**src/rtl/mem_port_arbiter.sv**
```systemverilog
// mem_port_arbiter
// Shares one single-ported BRAM between an instruction-fetch port (read only)
// and a data port (read/write). One transaction is outstanding at a time.
// When both ports request in the same idle cycle, the port not served last
// wins. Every output is a flop.
//
// Ports:
//   clk, rst                  clock, synchronous active-high reset
//   inst_req/inst_addr        fetch request, held until inst_gnt
//   inst_gnt                  one-cycle accept pulse for the fetch port
//   inst_rvalid/inst_rdata    one-cycle read-return pulse plus held fetch word
//   data_req/data_we/
//   data_addr/data_wdata      data request (write when data_we=1), held until data_gnt
//   data_gnt                  one-cycle accept pulse for the data port
//   data_rvalid/data_rdata    one-cycle read-return pulse plus held read word
//   mem_wea/mem_addr/mem_din  BRAM write enable, address, write data
//   mem_dout                  BRAM read data, valid RD_LAT edges after the address
//   busy                      high while a transaction is in flight
module mem_port_arbiter #(
    parameter int ADDR_W = 11,
    parameter int DATA_W = 32,
    parameter int RD_LAT = 2
) (
    input  logic              clk,
    input  logic              rst,
    input  logic              inst_req,
    input  logic [ADDR_W-1:0] inst_addr,
    output logic              inst_gnt,
    output logic              inst_rvalid,
    output logic [DATA_W-1:0] inst_rdata,
    input  logic              data_req,
    input  logic              data_we,
    input  logic [ADDR_W-1:0] data_addr,
    input  logic [DATA_W-1:0] data_wdata,
    output logic              data_gnt,
    output logic              data_rvalid,
    output logic [DATA_W-1:0] data_rdata,
    output logic              mem_wea,
    output logic [ADDR_W-1:0] mem_addr,
    output logic [DATA_W-1:0] mem_din,
    input  logic [DATA_W-1:0] mem_dout,
    output logic              busy
);

    typedef enum logic [1:0] {IDLE, WR, RD} state_t;

    localparam logic [2:0] LAT = 3'(RD_LAT);

    state_t            state_q, state_d;
    logic [2:0]        cnt_q, cnt_d;
    logic              last_data_q, last_data_d;  // 1: data port was served last
    logic              own_data_q, own_data_d;    // 1: current read belongs to data port
    logic              pick_data;
    logic              inst_gnt_d, data_gnt_d;
    logic              inst_rvalid_d, data_rvalid_d;
    logic [DATA_W-1:0] inst_rdata_d, data_rdata_d;
    logic              mem_wea_d;
    logic [ADDR_W-1:0] mem_addr_d;
    logic [DATA_W-1:0] mem_din_d;
    logic              busy_d;

    always_comb begin
        state_d       = state_q;
        cnt_d         = cnt_q;
        last_data_d   = last_data_q;
        own_data_d    = own_data_q;
        pick_data     = 1'b0;
        inst_gnt_d    = 1'b0;
        data_gnt_d    = 1'b0;
        inst_rvalid_d = 1'b0;
        data_rvalid_d = 1'b0;
        inst_rdata_d  = inst_rdata;
        data_rdata_d  = data_rdata;
        mem_wea_d     = 1'b0;
        mem_addr_d    = mem_addr;
        mem_din_d     = mem_din;

        case (state_q)
            IDLE: begin
                if (inst_req || data_req) begin
                    // On a tie the port that was not served last goes first.
                    pick_data   = data_req && (!inst_req || !last_data_q);
                    last_data_d = pick_data;
                    own_data_d  = pick_data;
                    if (pick_data) begin
                        data_gnt_d = 1'b1;
                        mem_addr_d = data_addr;
                        mem_din_d  = data_wdata;
                        if (data_we) begin
                            mem_wea_d = 1'b1;
                            state_d   = WR;
                        end else begin
                            cnt_d   = 3'd1;
                            state_d = RD;
                        end
                    end else begin
                        inst_gnt_d = 1'b1;
                        mem_addr_d = inst_addr;
                        cnt_d      = 3'd1;
                        state_d    = RD;
                    end
                end
            end
            WR: begin
                // Write strobe lasts exactly the one cycle after accept.
                state_d = IDLE;
            end
            RD: begin
                if (cnt_q == LAT) begin
                    cnt_d   = 3'd0;
                    state_d = IDLE;
                    if (own_data_q) begin
                        data_rdata_d  = mem_dout;
                        data_rvalid_d = 1'b1;
                    end else begin
                        inst_rdata_d  = mem_dout;
                        inst_rvalid_d = 1'b1;
                    end
                end else begin
                    cnt_d = cnt_q + 3'd1;
                end
            end
            default: state_d = IDLE;
        endcase

        busy_d = (state_d != IDLE);
    end

    always_ff @(posedge clk) begin
        if (rst) begin
            state_q     <= IDLE;
            cnt_q       <= 3'd0;
            last_data_q <= 1'b1;
            own_data_q  <= 1'b0;
            inst_gnt    <= 1'b0;
            data_gnt    <= 1'b0;
            inst_rvalid <= 1'b0;
            data_rvalid <= 1'b0;
            inst_rdata  <= '0;
            data_rdata  <= '0;
            mem_wea     <= 1'b0;
            mem_addr    <= '0;
            mem_din     <= '0;
            busy        <= 1'b0;
        end else begin
            state_q     <= state_d;
            cnt_q       <= cnt_d;
            last_data_q <= last_data_d;
            own_data_q  <= own_data_d;
            inst_gnt    <= inst_gnt_d;
            data_gnt    <= data_gnt_d;
            inst_rvalid <= inst_rvalid_d;
            data_rvalid <= data_rvalid_d;
            inst_rdata  <= inst_rdata_d;
            data_rdata  <= data_rdata_d;
            mem_wea     <= mem_wea_d;
            mem_addr    <= mem_addr_d;
            mem_din     <= mem_din_d;
            busy        <= busy_d;
        end
    end

endmodule

```
**config.mk**
```make
export PLATFORM = sky130hd
export DESIGN_NAME = mem_port_arbiter
export DESIGN_NICKNAME = d
export VERILOG_FILES = /design/src/rtl/mem_port_arbiter.sv
export SDC_FILE = /design/constraint.sdc
export NUM_CORES = 1
export LEC_CHECK = 0
export CORE_AREA = 2 2 144 76
export CTS_CLUSTER_DIAMETER = 100
export DETAILED_ROUTE_END_ITERATION = 10
export DIE_AREA = 0 0 146 78
export PLACE_DENSITY = 0.83
export SYNTH_ARGS = -nofsm -noshare
export SYNTH_HDL_FRONTEND = slang
export SYNTH_SLANG_ARGS = --single-unit
```
**constraint.sdc**
```tcl
create_clock -name clk -period 3.84 [get_ports clk]
set_input_delay 0.768 -clock clk [delete_from_list [all_inputs] [get_ports clk]]
set_output_delay 0.768 -clock clk [all_outputs]
set_load 0.02 [all_outputs]
```
==> flow_metrics.py <==
metrics = {
    "placed_design": {
        "place_ws_ns": 1.36,
        "dpl.hpwl_mm": 8.42,
        "portBuffers": 203,
        "routabilityCongestion": 0.785,
        "dpl-instance-area_sq_um": 6360,
    },
    "setup_path": {
        "cp.arrival_ns": 2.53,
        "reg2reg_from": "state_q[1]",
        "startpoint": "state_q[1]",
        "crit_type": "register to register",
        "crit_path_max_fanout": 24,
        "crit_path_start_kind": "register",
        "worst_ep_required_time_ns": 4.16,
        "ff2ff_path_depth": 5,
        "cp-end-kind": "register",
    },
    "synth": {
        "synth_area_sq_um": 4330,
        "ys_seq_area_frac": 0.555,
        "ys_ff_latch": 120,
        "avgSynthCellArea_sq_um": 8.06,
        "synth_warnings": 0,
        "synth_nets": 628,
        "netlist-cell-type-count": 29,
        "synth_cells": 537,
    },
    "layout": {
        "drive_gt1_frac": 0.0568,
        "n_antenna_cell": 0,
        "nets": 818,
        "fillCellCount": 807,
        "area_delta_synth_final_pct": 62.1,
        "fin_area_sq_um": 7010,
        "final_util": 0.700,
    },
    "clock_network": {
        "cts_made_buffers": 17,
        "cts.sinks": 120,
        "cts_setup_buffers": 0,
        "root_buffer": "clkbuf_16",
        "cts_max_path_buffers": 2,
        "post_cts_resized": 0,
        "clock_latency_ns": 0.41,
        "cts_hold_buf": 0,
        "ctsHtreeMaxLevel": 4,
        "cts.clk_slew.worst_paths_ns": 0.06,
        "cts_tree": "done",
    },
    "sta": {
        "finalHoldViolations": 0,
        "period_share": 0.574,
        "slew_headroom": 0.224,
        "setup_viol": 0,
        "worst_slew_pin_slew_ns": 1.16,
        "hold-worst-slack_ns": 0.452,
        "setup_tns_ns": 0,
        "rsz0062_at_grt": "no",
        "fin_skew_ns": 0.00820,
        "fmax_ghz": 0.454,
        "fin_crit_ns": 2.20,
        "drv_slew": 0,
        "setup_ws_ns": 1.64,
    },
    "grt": {
        "antenna_found_initial": 0,
        "grt_pass1_wl_mm": 20.7,
        "grt_start_max_net_pins": 91,
        "grt_overflow": 0,
        "grt_pass1_vias": 4088,
        "track_usage": 0.229,
    },
    "pwr": {
        "leakagePower_nw": 2.48,
        "vdd_drop_max_mv": 0.371,
        "power_density_nw_per_um2": 491,
    },
    "routing": {
        "dr.pass1.iters": 4,
        "vias": 4270,
        "viasPerCell": 4.85,
        "drc": 0,
        "antenna_left": 0,
        "wl_per_cell_um": 14.7,
        "routed_wl_mm": 13.0,
        "drt_iter0_drc": 237,
    },
    "floorplanning": {
        "initial_core_util": 0.432,
        "io_pins": 204,
        "rows": 26,
        "die_h_um": 78,
        "die_area_sq_um": 11400,
        "die_w_um": 146,
        "coreArea_sq_um": 10000,
    },
    "hold_path": {
        "whs_path_depth": 2,
        "hold_start": "data_rdata[14]",
        "hold_path_class": "register to register",
    },
    "flow_run": {
        "maxCapViolations": 0,
    },
    "run_status": {
        "outcome": "finished clean",
    },
}
==> cell usage in the layout, fill, tap and decap left out, types with 2 or more instances in the layout <==
cell             instances
clkinv_2                 3
clkinv_4                 5
nand2_1                218
buf_4                    8
a21oi_1                103
and2_1                   4
a211oi_1                 3
dfxtp_1                120
nor2b_1                  4
clkbuf_16               17
nor2_1                  18
bufinv_16                5
clkdlybuf4s50_1        202
nand2b_1                 2
a311oi_1                11
==> cells by family (layout without fill, tap and decap cells) <==
kind of cell           Yosys count  in the layout  share of synthesized area
AND/OR/NAND/NOR                252            252                      0.232
flip-flops                     120            120                      0.555
AO/OA/AOI/OAI                  125            125                      0.161
buffers and inverters           40            243                     0.0520
==> final timing paths <==
check              endpoint  slack, ns
max           data_rdata[6]       1.64
min          data_rdata[14]       0.45
max reg2reg   data_rdata[6]       1.64
min reg2reg  data_rdata[14]       0.45
==> area by class of cell <==
class	count	area (sq um)	share of cell area
flip-flops and latches	120	2400	0.342
repair buffers	210	2080	0.297
multi-input cells	377	1700	0.242
clock buffers	17	425	0.0606
clock inverters	15	225	0.0321
well taps	140	175	0.0250
inverters	1	3.75	0.000535
==> state kept, by name, indices dropped and copies added, names as in the netlist, 2 cells and up <==
| register | flops |
|---|---|
| state_q | 2 |
| mem_addr | 11 |
| inst_rdata | 32 |
| cnt_q | 3 |
| mem_din | 32 |
| data_rdata | 32 |
==> routing by layer <==
layer  up-vias  part of all wire  global-route usage
met5         -                 0                   0
met4         0             0.028               0.127
met3        33             0.050              0.0600
met2       129              0.51               0.398
met1      1967              0.41               0.260
li1       2141                 -                   -
==> worst max-delay path, cell delays in order, from the launching register on <==
cell      delay (ns)
dfxtp_1         0.52
and4bb_1        0.30
and3b_1         0.78
buf_4           0.31
nand2_1         0.08
a21oi_1         0.12
==> synth_stat cells <==
cell,n,share of area
a311oi_1,11,0.022
o21a_1,1,0.0017
and4bb_1,1,0.0029
nand2b_1,2,0.0029
a211oi_1,3,0.0052
a21boi_0,1,0.0017
clkbuf_2,1,0.0012
nor2_1,18,0.016
inv_1,1,0.00087
nand2_1,218,0.19
nor3_4,1,0.0038
o221ai_1,1,0.0020
nor3_1,1,0.0012
o21ai_0,1,0.0012
buf_2,14,0.016
buf_4,1,0.0017
clkbuf_1,16,0.014
a21bo_2,1,0.0023
a21boi_1,1,0.0017
nand3b_1,1,0.0017
nand3_1,1,0.0012
dfxtp_1,120,0.56
nor2b_1,4,0.0058
o31ai_1,1,0.0017
a211o_1,1,0.0020
and3b_1,1,0.0020
buf_6,7,0.018
and2_1,4,0.0058
a21oi_1,103,0.12
==> power by group <==
| part | switching (W) | total (W) | internal [W] |
|---|---|---|---|
| Sequential | 0.0000296 | 0.00132 | 0.00129 |
| Combinational | 0.000191 | 0.000387 | 0.000196 |
| Clock | 0.000582 | 0.00174 | 0.00115 |
| Total | 0.000803 | 0.00345 | 0.00264 |
==> per-stage QoR <==
stage	cells	total power, W
after global placement	848	0.00173
after CTS	880	0.00347
final	880	0.00345
after global routing	880	0.00357
after detailed placement	848	0.00173
after floorplan	537	0.00153
No activity file was read; power rests on OpenSTA's default activity.
